## src/rtl/waveform_plot.sv

```systemverilog
// Raster-synchronous plotter for the scope's integrator/comparator capture buffers,
// plus the once-per-frame capture bank commit strobe issued at the start of vertical blanking.
module waveform_plot #(
    parameter int          H_ACTIVE   = 1024,
    parameter int          V_ACTIVE   = 768,
    parameter int          RD_LAT     = 2,
    parameter logic [11:0] INT_COLOR  = 12'h0F0,
    parameter logic [11:0] CMP_COLOR  = 12'hFF0,
    parameter logic [11:0] GRID_COLOR = 12'h444
) (
    input  logic        clk,
    input  logic        reset,
    input  logic [10:0] hcount,
    input  logic [9:0]  vcount,
    input  logic        hsync,
    input  logic        vsync,
    input  logic        blank,
    input  logic        freeze,
    input  logic [9:0]  integrator_dout,
    input  logic [9:0]  comparator_dout,
    output logic [9:0]  waveform_addr,
    output logic        can_commit,
    output logic [11:0] pixel,
    output logic        hsync_out,
    output logic        vsync_out,
    output logic        blank_out
);

    localparam int          DLY   = RD_LAT + 1;
    localparam logic [10:0] H_LIM = 11'(H_ACTIVE);
    localparam logic [9:0]  V_LIM = 10'(V_ACTIVE);
    localparam logic [9:0]  Y_MAX = 10'(V_ACTIVE - 1);
    localparam logic [9:0]  V_MID = 10'(V_ACTIVE / 2);

    typedef enum logic {
        ACTIVE,
        VBLANK
    } state_t;

    // ------------------------------------------------------------------
    // S0: sample read address
    // ------------------------------------------------------------------
    logic [9:0] addr_d, addr_q;

    always_comb begin
        addr_d = (hcount < H_LIM) ? hcount[9:0] : '0;
    end

    // NOTE: sequential state uses non-blocking assignments so every register samples pre-edge values.
    always_ff @(posedge clk or negedge reset) begin
        if (!reset) begin
            addr_q <= '0;
        end else begin
            addr_q <= addr_d;
        end
    end

    assign waveform_addr = addr_q;

    // ------------------------------------------------------------------
    // Raster delay line, aligned with returned sample data
    // ------------------------------------------------------------------
    logic [10:0] hcnt_dly_q [DLY];
    logic [9:0]  vcnt_dly_q [DLY];
    logic        hs_dly_q   [DLY];
    logic        vs_dly_q   [DLY];
    logic        bl_dly_q   [DLY];

    // NOTE: the delay line is small flop storage, not RAM, so it is reset like any other register.
    always_ff @(posedge clk or negedge reset) begin
        if (!reset) begin
            for (int i = 0; i < DLY; i++) begin
                hcnt_dly_q[i] <= '0;
                vcnt_dly_q[i] <= '0;
                hs_dly_q[i]   <= 1'b0;
                vs_dly_q[i]   <= 1'b0;
                bl_dly_q[i]   <= 1'b0;
            end
        end else begin
            hcnt_dly_q[0] <= hcount;
            vcnt_dly_q[0] <= vcount;
            hs_dly_q[0]   <= hsync;
            vs_dly_q[0]   <= vsync;
            bl_dly_q[0]   <= blank;
            for (int i = 1; i < DLY; i++) begin
                hcnt_dly_q[i] <= hcnt_dly_q[i-1];
                vcnt_dly_q[i] <= vcnt_dly_q[i-1];
                hs_dly_q[i]   <= hs_dly_q[i-1];
                vs_dly_q[i]   <= vs_dly_q[i-1];
                bl_dly_q[i]   <= bl_dly_q[i-1];
            end
        end
    end

    // ------------------------------------------------------------------
    // S1: sample-to-row scaling, y = (V_ACTIVE-1) - 3s/4
    // ------------------------------------------------------------------
    logic [11:0] int_prod, cmp_prod;
    logic [9:0]  int_y_d, cmp_y_d;
    logic [9:0]  int_y_q, cmp_y_q;
    logic [10:0] h1_q;
    logic [9:0]  v1_q;
    logic        hs1_q, vs1_q, bl1_q;

    always_comb begin
        int_prod = {2'b00, integrator_dout} * 12'd3;
        cmp_prod = {2'b00, comparator_dout} * 12'd3;
        int_y_d  = Y_MAX - 10'(int_prod >> 2);
        cmp_y_d  = Y_MAX - 10'(cmp_prod >> 2);
    end

    always_ff @(posedge clk or negedge reset) begin
        if (!reset) begin
            int_y_q <= '0;
            cmp_y_q <= '0;
            h1_q    <= '0;
            v1_q    <= '0;
            hs1_q   <= 1'b0;
            vs1_q   <= 1'b0;
            bl1_q   <= 1'b0;
        end else begin
            int_y_q <= int_y_d;
            cmp_y_q <= cmp_y_d;
            h1_q    <= hcnt_dly_q[DLY-1];
            v1_q    <= vcnt_dly_q[DLY-1];
            hs1_q   <= hs_dly_q[DLY-1];
            vs1_q   <= vs_dly_q[DLY-1];
            bl1_q   <= bl_dly_q[DLY-1];
        end
    end

    // ------------------------------------------------------------------
    // Trace continuity: light every row between the previous and current y
    // ------------------------------------------------------------------
    function automatic logic in_span(input logic [9:0] a, input logic [9:0] b,
                                     input logic [9:0] v);
        logic [9:0] lo;
        logic [9:0] hi;
        lo = (a < b) ? a : b;
        hi = (a < b) ? b : a;
        return (v >= lo) && (v <= hi);
    endfunction

    logic [9:0] int_prev_q, cmp_prev_q;
    logic [9:0] int_prev, cmp_prev;
    logic       int_lit, cmp_lit;

    // Column 0 anchors to its own y so no segment wraps in from the previous line.
    always_comb begin
        int_prev = (h1_q == 11'd0) ? int_y_q : int_prev_q;
        cmp_prev = (h1_q == 11'd0) ? cmp_y_q : cmp_prev_q;
        int_lit  = in_span(int_prev, int_y_q, v1_q);
        cmp_lit  = in_span(cmp_prev, cmp_y_q, v1_q);
    end

    always_ff @(posedge clk or negedge reset) begin
        if (!reset) begin
            int_prev_q <= '0;
            cmp_prev_q <= '0;
        end else if (h1_q < H_LIM) begin
            int_prev_q <= int_y_q;
            cmp_prev_q <= cmp_y_q;
        end
    end

    // ------------------------------------------------------------------
    // S2: pixel compose and aligned timing outputs
    // ------------------------------------------------------------------
    logic [11:0] pixel_d, pixel_q;
    logic        hsync_q, vsync_q, blank_q;

    // NOTE: pixel_d gets a default before the priority chain so no latch is inferred.
    always_comb begin
        pixel_d = '0;
        if (bl1_q) begin
            pixel_d = '0;
        end else if (cmp_lit) begin
            pixel_d = CMP_COLOR;
        end else if (int_lit) begin
            pixel_d = INT_COLOR;
        end else if ((v1_q == V_MID) || (h1_q[6:0] == 7'd0)) begin
            pixel_d = GRID_COLOR;
        end
    end

    always_ff @(posedge clk or negedge reset) begin
        if (!reset) begin
            pixel_q <= '0;
            hsync_q <= 1'b0;
            vsync_q <= 1'b0;
            blank_q <= 1'b1;
        end else begin
            pixel_q <= pixel_d;
            hsync_q <= hs1_q;
            vsync_q <= vs1_q;
            blank_q <= bl1_q;
        end
    end

    assign pixel     = pixel_q;
    assign hsync_out = hsync_q;
    assign vsync_out = vsync_q;
    assign blank_out = blank_q;

    // ------------------------------------------------------------------
    // Commit FSM: one pulse on each active -> vertical-blank transition
    // ------------------------------------------------------------------
    state_t state_q;
    logic   commit_q;

    // Starting in VBLANK keeps a reset during blanking from issuing a late mid-frame swap.
    always_ff @(posedge clk or negedge reset) begin
        if (!reset) begin
            state_q  <= VBLANK;
            commit_q <= 1'b0;
        end else begin
            commit_q <= 1'b0;
            case (state_q)
                ACTIVE: begin
                    if (vcount >= V_LIM) begin
                        state_q  <= VBLANK;
                        commit_q <= !freeze;
                    end
                end
                VBLANK: begin
                    if (vcount < V_LIM) begin
                        state_q <= ACTIVE;
                    end
                end
                default: state_q <= VBLANK;
            endcase
        end
    end

    assign can_commit = commit_q;

endmodule

```

## config.mk

```make
export PLATFORM = sky130hd
export DESIGN_NAME = waveform_plot
export DESIGN_NICKNAME = d
export VERILOG_FILES = /design/src/rtl/waveform_plot.sv
export SDC_FILE = /design/constraint.sdc
export NUM_CORES = 1
export LEC_CHECK = 0
export CAP_MARGIN = 20
export CORE_MARGIN = 3
export CORE_UTILIZATION = 41
export CTS_CLUSTER_DIAMETER = 150
export DETAILED_ROUTE_END_ITERATION = 8
export GPL_ROUTABILITY_DRIVEN = 0
export SETUP_SLACK_MARGIN = 0.4
export SKIP_LAST_GASP = 1
export SLEW_MARGIN = 5
export SYNTH_ARGS = -nofsm -noshare
export SYNTH_HDL_FRONTEND = slang
export SYNTH_SLANG_ARGS = --single-unit
```

## constraint.sdc

```tcl
create_clock -name clk -period 9.6 [get_ports clk]
set_clock_uncertainty 0.05 [all_clocks]
set_input_delay 1.44 -clock clk [delete_from_list [all_inputs] [get_ports clk]]
set_output_delay 1.44 -clock clk [all_outputs]
set_load 0.01 [all_outputs]
```

==> results by group <==
Power and ir drop
  • Power density over the cells: 227 nW/um^2
  • Clock power frac: 0.323
  • Switching part of the total power: 0.322
  • Max IR drop VDD: 150 uV
  • Logic pwr share: 0.290
  • Design Power: 1.97 mW
  • Flop pwr share: 0.388
  • Leakage: 3.97 nW
  • Psw: 0.634 mW
  • Power Internal: 1.33 mW

Die
  • Die Footprint: 19100 sq um
  • IO Pins: 73
  • # rows: 47
  • Core region area: 16900 sq um
  • Chip width: 138 um
  • Die Span Y: 138 um
  • Initial Util: 0.425

STA
  • Final hold violations: 0
  • Setup violators final: 0
  • Crit share post-route: 0.537
  • TNS Setup: 0 ns
  • Slew @ Worst Pin: 0.950 ns
  • Slew Limit Fails: 0
  • Max Clock Freq: 194 MHz
  • Final min period: 5.15 ns
  • RSZ-0062 raised after global routing: no
  • Rel. slew slack: 0.367

Cells and area
  • Share of cells above drive strength 1: 0.0724
  • Area grow syn2layout: 21.0%
  • Nets@finish: 803
  • N_diodes: 0

CTS
  • Worst skew pair latency: 0.42 ns
  • Clock Tree Root: clkbuf_16
  • Setup bufs post-CTS: 0
  • CTS Buffer Depth: 2
  • Clk sinks: 156
  • Clock slew at reported path FFs: 0.06 ns
  • Post-CTS sizing: 0
  • Hold buffer count at CTS: 0
  • Total CTS buffers: 17
  • H-tree depth: 4
  • CTS tree: built

Logic synthesis
  • Syn Area/Cell: 11.9 sq um
  • EDFF count, synth: 0
  • Area leader, netlist: dfrtp_1
  • Area share of the largest cell type after synthesis: 0.537
  • Cells after Synth: 603
  • Synth unique cells: 47
  • Async set-reset flop share out of synthesis: 1.00
  • Synth Flop Type: dfrtp_1
  • Post-Synthesis Cell Area: 7180 sq um
  • Largest cells by area after synthesis: dfrtp_1 54%, ha_1 13%, mux2i_1 5.0%, nand2_1 2.8%, a21oi_1 2.3%
  • Seq cells post-synth: 156
  • Warnings, synthesis: 0
  • Register area share after synthesis: 0.544

Route
  • Total number of vias: 4624
  • DR pass1 iterations: 5
  • Wire length per cell: 14.5 um
  • Post-Route WL: 13200 um
  • Final ANT Viol Nets: 0
  • DRC: 0
  • Via/cell ratio: 5.08
  • First DRT Iteration DRCs: 294

Critical path
  • CP max FO: 42
  • Worst Setup End Kind: register
  • Critical path class: reg2reg
  • CP Launch Type: register
  • CP Data Required Time: 9.86 ns
  • WP data arrival: 5.41 ns

Hold path
  • HP Class: reg2reg

Placement
  • Number of port buffers: 69
  • Hpwl dp: 9770 um

GRT
  • Number of global-route vias before repair: 4804
  • Remaining Overflow, GRT: 0
  • Largest net degree at the start of global routing: 90
  • Initial antenna violation count: 0
  • GR Util All Layers: 0.145
  • First-pass GRT wire length: 22800 um

Flow run
  • Max-cap violations: 0

Outcome
  • Status: finished clean
registers in the layout, summed over array words and instances (netlist names), 3 cells and up:
| name | flops |
|---|---|
| cmp_y_q | 10 |
| int_prev_q | 10 |
| int_y_q | 10 |
| waveform_addr | 10 |
| v1_q | 10 |
| h1_q | 11 |
| bl_dly_q | 3 |
| hcnt_dly_q | 33 |
| pixel | 5 |
| hs_dly_q | 3 |
| vs_dly_q | 3 |
| vcnt_dly_q | 30 |
| cmp_prev_q | 10 |
path summary, 6_finish.rpt:
kind                        startpoint           to  slack (ns)  cells past startpoint
setup / recovery               h1_q[5]     pixel[6]        4.45                     18
hold / removal             vs_dly_q[2]  vs_dly_q[1]        0.30                      0
setup reg to reg               h1_q[5]     pixel[6]        4.45                     18
hold reg to reg            vs_dly_q[2]  vs_dly_q[1]        0.30                      0
max in group asynchronous        reset   cmp_y_q[9]        7.38                      3
min in group asynchronous        reset    vsync_out        0.96                      1
routing by layer:
metal  vias up  part of all wire  wire, um  GRT usage
li1       2290                 -         -          -
met1      2239              0.47      6260      0.191
met2        75              0.47      6170      0.233
met3        20             0.041       547     0.0376
met4         0             0.018       244     0.0551
met5         -                 0         0          0
cell usage in the layout, fill, tap and decap left out, types with 6 or more instances in the layout:
master / instances
dfrtp_1: 154
ha_1: 76
clkdlybuf4s50_1: 68
nand2_1: 53
mux2i_1: 36
a21oi_1: 33
o21ai_0: 29
inv_1: 26
o21ai_1: 18
nor2_1: 17
clkbuf_16: 17
nand4_1: 16
a21o_1: 11
nor2b_1: 11
nor3_1: 8
nand3_1: 8
nand2b_1: 8
xnor2_1: 8
nor4_1: 6
nor3b_1: 6
o31ai_1: 6
xor2_1: 6
cells by family (layout without fill, tap and decap cells):
logic type                 count (synthesis)  count (layout)  share of synthesized area
other                                      1               3                   0.000523
adders and majority gates                 78              78                      0.138
muxes                                     42              42                     0.0596
xor gates and xnor gates                  14              14                     0.0171
buffers and inverters                     45             131                     0.0293
AOI/OAI and AO/OA                        125             125                      0.111
and+or+nand+nor                          142             142                     0.0996
DFF                                      156             156                      0.544
power by group through the flow:
stage	logic, mW	registers [mW]	clock network (mW)
3_5_place_dp	0.570	0.777	0
4_1_cts	0.571	0.766	0.655
3_3_place_gp	0.547	0.776	0
6_report	0.571	0.763	0.635
2_1_floorplan	0.416	0.765	0
5_1_grt	0.649	0.772	0.687
synthesized netlist by cell type, types with 2 or more instances:
| master | number |
|---|---|
| nor3_1 | 8 |
| xor2_1 | 6 |
| nand3_1 | 8 |
| buf_1 | 2 |
| a211oi_1 | 3 |
| nand4_1 | 16 |
| a21o_1 | 11 |
| o22ai_1 | 2 |
| o211ai_1 | 2 |
| o21a_1 | 3 |
| inv_1 | 26 |
| and2_1 | 3 |
| nor2b_1 | 11 |
| a21oi_2 | 4 |
| dfrtp_1 | 154 |
| a41oi_1 | 2 |
| mux2_1 | 4 |
| a21bo_2 | 2 |
| nor3b_1 | 6 |
| o31ai_1 | 6 |
| xnor2_1 | 8 |
| clkbuf_1 | 6 |
| nand2_1 | 53 |
| mux2_2 | 2 |
| a211o_1 | 2 |
| nand3b_1 | 2 |
| mux2i_1 | 36 |
| ha_1 | 76 |
| buf_4 | 11 |
| a31o_1 | 2 |
| a2111oi_4 | 2 |
| a311o_1 | 2 |
| fa_1 | 2 |
| o21ai_0 | 29 |
| dfstp_2 | 2 |
| nor4_1 | 6 |
| nand2b_1 | 8 |
| a21oi_1 | 33 |
| nor2_1 | 17 |
| o21ai_1 | 18 |
area by class of cell:
cell class | instances | area (sq um)
Clock buffer | 18 | 429
Fill cell | 1465 | 8200
Inverter | 26 | 97.6
Clock inverter | 14 | 145
Sequential cell | 156 | 3910
Timing Repair Buffer | 73 | 762
Tap cell | 220 | 275
Multi-Input combinational cell | 404 | 3070
worst max-delay path, cell delays in order (launching register included):
cell,delay [ns]
dfrtp_1,0.37
nor4_1,0.45
nand3_1,0.12
buf_4,0.29
nand2_1,0.12
o21ai_1,0.11
ha_1,0.35
nand4_1,0.16
nor3_1,0.24
a211o_1,0.76
nand2b_1,0.21
mux2_1,0.34
ha_1,0.27
nand2b_1,0.14
a211oi_1,0.25
nor3_1,0.10
o31ai_1,0.35
o22ai_1,0.14
or2_1,0.22
metrics by stage:
step                      area, sq um  utilization  instances  hold slack (ns)  worst slack (ns)
after global routing             8680        0.514        911            0.302              4.01
after floorplan                  7180            -        605            0.281              5.34
after detailed placement         8050        0.477        877            0.285              4.07
final                            8680        0.514        911            0.296              4.45
after global placement           8050        0.477        877            0.282              4.28
after CTS                        8630        0.511        909            0.297              4.06
(Power assumes the default switching activity.)
==> edit 1 (same flow settings) <==
`RD_LAT`: 2 -> 4.
--- a/src/rtl/waveform_plot.sv
+++ b/src/rtl/waveform_plot.sv
@@ -4,5 +4,5 @@
     parameter int          H_ACTIVE   = 1024,
     parameter int          V_ACTIVE   = 768,
-    parameter int          RD_LAT     = 2,
+    parameter int          RD_LAT     = 4,
     parameter logic [11:0] INT_COLOR  = 12'h0F0,
     parameter logic [11:0] CMP_COLOR  = 12'hFF0,
Formal check against the unedited RTL: not equivalent (a bounded check fails within 10 cycles, from zero or initial values and one cycle with reset low).
==> edit 1 against the unedited design <==
- routed wire length up 12%
- sequential cell count grew 48
- largest cell class unchanged
- sequential share of layout area is 5.6 points higher
- critical path type unchanged
- maximum frequency down 2.6%
- worst setup slack lost 0.14 ns
- highest routed layer unchanged
- first-iteration DRC count is 6.1% lower
- power up 21%
- synthesized area increased by 17%
- final area grew 16%
- core utilization is 0.37 points lower
- critical endpoint unchanged
- non-clock buffer count unchanged
- die area rose by 16%
- combinational power up 1%
==> edit 1: results (changes against the unedited design) <==
* CP Max Fanout at 42 (unchanged)
* Max Buffers Root-to-Sink at 3 (+1)
* IO Port Bufs at 69 (unchanged)
* Worst path arrival time at 5.62 ns (+0.21 ns)
* Total global-route track usage at 13.9% (-0.64 points)
* H-tree depth at 1 (-3)
* Outcome: finished clean
* Fin cells at 1,009 (+11%)
* Asr flop ratio synth at 100% (unchanged)
* Fillers at 1,724 (+18%)
* Max VDD drop at 0.191 mV (+27%)
* Clk root buf: clkbuf_16
* Post-Syn Instances at 651 (+8.0%)
* Top flop regs: hcnt_dly_q x55, vcnt_dly_q x50, h1_q x11
* Worst reg-to-reg setup slack at 4.31 ns (-0.14 ns)
* R2r startpoint: h1_q[2]
* Synth unique cells at 47 (unchanged)
* Insertion delay to the later sink of the worst-skew pair at 0.50 ns (+0.08 ns)
* Fraction of layout cells with a size suffix above 1 at 6.99% (-0.25 points)
* Hold path start: hcnt_dly_q[35]
* Internal at 0.00171 W (+28%)
* Min-Delay Path Class: flop to flop
* Hold_ws at 0.291 ns (-0.00447 ns)
* Commonest register cell after synthesis: dfrtp_1
* Routed length per placed instance at 14.6 µm (+0.71%)
* Top cells by count, synth: dfrtp_1 (202), ha_1 (76), nand2_1 (53), mux2i_1 (36), a21oi_1 (33)
* Placed Cells at 970 (+11%)
* CP Launch Type: flop
* Initial drt markers at 276 (-6.1%)
* Vias in the first global route at 5,305 (+10%)
* Drt first pass iters at 4 (-1)
* Post_cts resized at 0 (unchanged)
* Top cells by area, synth: dfrtp_1 (60%), ha_1 (11%), mux2i_1 (4.3%)
* First-pass GRT wire length at 25,400 µm (+11%)
* Synth warn at 0 (unchanged)
* Via density at 4.99 (-1.7%)
* Number of flops mapped to enable cells by yosys at 0 (unchanged)
* CTS Buf Count at 22 (+5)
* # diodes at 0 (unchanged)
* Nets at 856 (+6.6%)
* Clk slew on worst S/H paths at 0.06 ns (about the same)
* Post-CTS setup buffers at 0 (unchanged)
* Least-Margin Pin Slew at 0.943 ns (-0.00676 ns)
* Register area share after synthesis at 61.0% (+6.5 points)
* Largest register FFs at 55 (+67%)
* Static leakage at 4.60 nW (+16%)
* Detailed-placement wirelength estimate at 10,700 µm (+9.3%)
* Initial antenna violation count at 0 (unchanged)
* Largest net degree at the start of global routing at 137 (+52%)
-- edit 1: cell types whose count changed after synthesis, sizes merged --
| cell | unedited run | this run |
|---|---|---|
| dfrtp | 154 | 202 |
-- edit 1: power by group through the flow --
| stage | logic [W] | registers, W | clock network [W] |
|---|---|---|---|
| 2_1_floorplan | 0.000416 | 0.000983 | 0 |
| 3_5_place_dp | 0.000575 | 0.000996 | 0 |
| 4_1_cts | 0.000577 | 0.000981 | 0.000860 |
| 5_1_grt | 0.000659 | 0.000988 | 0.000895 |
| 6_report | 0.000579 | 0.000979 | 0.000829 |
| 3_3_place_gp | 0.000553 | 0.000995 | 0 |
-- edit 1: kinds of logic (layout without fill, tap and decap cells) --
family          after synthesis  count (layout)  synth area share (%)
flops                       204             204                  61.0
mux                          42              42                  5.11
fa+ha+maj                    78              78                  11.8
buf+inv                      45             136                  2.51
compound gates              125             125                  9.54
xor+xnor                     14              14                  1.46
simple gates                142             142                  8.53
other cells                   1               3                0.0448
-- edit 1: worst max-delay path: stages (launching register included) --
cell	delay (ns)
dfrtp_1	0.36
nor4_1	0.59
nand3_1	0.16
buf_4	0.30
nand2_1	0.12
o21ai_1	0.12
ha_1	0.34
nand4_1	0.13
nor3_1	0.20
a211o_1	0.76
nand2b_1	0.22
mux2_1	0.33
ha_1	0.27
nand2b_1	0.14
a211oi_1	0.23
nor3_1	0.09
o31ai_1	0.38
o22ai_1	0.14
or2_1	0.23
-- edit 1: final timing paths --
path                            cells past startpoint          endpoint
worst max-delay path                               18          pixel[6]
worst min-delay path                                0    hcnt_dly_q[24]
worst max register to register                     18          pixel[6]
worst min register to register                      0    hcnt_dly_q[24]
max in group asynchronous                           3    vcnt_dly_q[48]
min in group asynchronous                           1  waveform_addr[5]
-- edit 1: stage by stage --
stage                     util [%]  power, W  worst slack [ns]  area, µm²
after global routing          51.1   0.00254              3.91      10100
after CTS                     50.8   0.00242              4.13      10000
after global placement        47.1   0.00155              4.43       9310
after detailed placement      47.1   0.00157              4.18       9310
final                         51.1   0.00239              4.31      10100
after floorplan                  -   0.00140              5.34       8380
-- edit 1: routing by layer --
| metal | part of all wire (%) | GRT usage [%] | up-vias |
|---|---|---|---|
| met2 | 48 | 23.0 | 98 |
| met1 | 44 | 18.4 | 2454 |
| met3 | 4.6 | 2.83 | 34 |
| li1 | - | - | 2448 |
| met4 | 2.9 | 4.62 | 0 |
| met5 | 0 | 0 | - |
-- edit 1: cell type report --
cell class              instances  share of cell area, %
well taps                     265                   3.28
flip-flops and latches        204                   50.6
clock inverters                 7                   1.14
clock buffers                  30                   6.14
inverters                      26                  0.966
multi-input cells             404                   30.4
repair buffers                 73                   7.57
==> edit 2 (config.mk and constraints unchanged) <==
Made on the original files. Register the output `can_commit` once more; this adds one clock of latency there. The other outputs are not delayed to match.
--- a/src/rtl/waveform_plot.sv
+++ b/src/rtl/waveform_plot.sv
@@ -233,5 +233,7 @@
     end
 
-    assign can_commit = commit_q;
+    always_ff @(posedge clk) begin
+        can_commit <= commit_q;
+    end
 
 endmodule
Formal check against the unedited RTL: not equivalent (Yosys sat finds a counterexample within 4 cycles, from zero or initial values and one cycle with reset low).
==> edit 2 against the unedited design <==
- hold slack got worse by 0.0068 ns
- critical path depth increased by 1
- global-route usage up 0.37 points
- worst setup slack worse by 0.0035 ns
- power rose by 1.7%
- first-iteration DRC count grew 3.1%
- clock power rose by 4.7%
- sequential cell count grew 1
- sequential share of layout area up 0.24 points
- routed wire length grew 1.3%
- final area about the same
- synthesized area increased by 0.28%
- critical endpoint unchanged
- largest cell class unchanged
==> edit 2: results (changes against the unedited design) <==
* Least-Margin Pin Slew at 0.952 ns (+0.00179 ns)
* Via density at 5.13 (+1.1%)
* Static leakage at 3.97 nW (about the same)
* First-pass GRT wire length at 23,300 µm (+2.1%)
* Worst reg-to-reg setup slack at 4.44 ns (about the same)
* Detailed-placement wirelength estimate at 9830 µm (+0.60%)
* DRT Wirelength at 13,400 µm (+1.3%)
* Compound-gate portion of the synthesized area at 11.1% (-0.031 points)
* Syn_area_per_cell at 11.9 µm² (+0.11%)
* Dpl ws at 4.53 ns (+0.467 ns)
* Mux cell area share after synthesis at 5.95% (-0.017 points)
* Top cells by area, synth: dfrtp_1 (54%), ha_1 (13%), mux2i_1 (5.0%)
* Synth Area in Adders at 13.8% (-0.038 points)
* Synth unique cells at 48 (+2.1%)
* R2r startpoint: h1_q[10]
* Asr flop ratio synth at 99.4% (-0.64 points)
* Synth Area in XOR/XNOR at 1.70% (-0.0048 points)
* Period utilisation layout at 53.7% (about the same)
* Routed length per placed instance at 14.7 µm (+1.3%)
* Max VDD drop at 0.131 mV (-12%)
* Largest net degree at the start of global routing at 96 (+6.7%)
* Total global-route track usage at 14.9% (+0.37 points)
* Worst Reg2Reg Path Length in Cells at 19 (+1)
* Hold EP: hcnt_dly_q[1]
* Outcome: finished clean
* Drt first pass iters at 4 (-1)
edit 2: routing by layer:
layer / wire [µm] / up-vias / track usage [%]
met5: 0 / - / 0
met4: 265 / 0 / 5.51
met3: 454 / 22 / 3.90
met2: 6290 / 86 / 23.3
met1: 6380 / 2273 / 20.1
li1: - / 2294 / -
edit 2: cell type report:
cell class                      count  area, µm²
Sequential cell                   157       3930
Multi-Input combinational cell    404       3070
Timing Repair Buffer               72        714
Tap cell                          220        275
Clock buffer                       18        429
Clock inverter                     14        170
Inverter                           26       97.6
Fill cell                        1451       8200
edit 2: per-stage QoR:
stage	instance area, µm²	total power [W]	hold WS, ns
2_1_floorplan	7200	0.00119	0.274
3_3_place_gp	8080	0.00133	0.277
3_5_place_dp	8080	0.00135	0.285
4_1_cts	8680	0.00203	0.299
5_1_grt	8680	0.00214	0.303
6_report	8680	0.00200	0.289
edit 2: worst max-delay path, delay by kind of cell (launching register included):
family                   cells  cell delay [ns]
AO/OA/AOI/OAI                5             1.64
adder cells (fa/ha/maj)      2             0.62
buffers and inverters        2             0.52
flip-flops                   1             0.36
multiplexers                 1             0.33
AND/OR/NAND/NOR              9             1.50
edit 2: logic make-up after synthesis:
kind of cell	after synthesis
xor gates and xnor gates	14
AOI/OAI and AO/OA	125
DFF	157
muxes	42
and+or+nand+nor	142
other	1
adders and majority gates	78
buffers and inverters	45
edit 2: power breakdown:
group          internal [W]  switching [W]  leakage [nW]  total [W]
clock              0.000373       0.000292         0.295   0.000665
sequential         0.000726      0.0000420          1.86   0.000768
combinational      0.000265       0.000305          1.82   0.000570
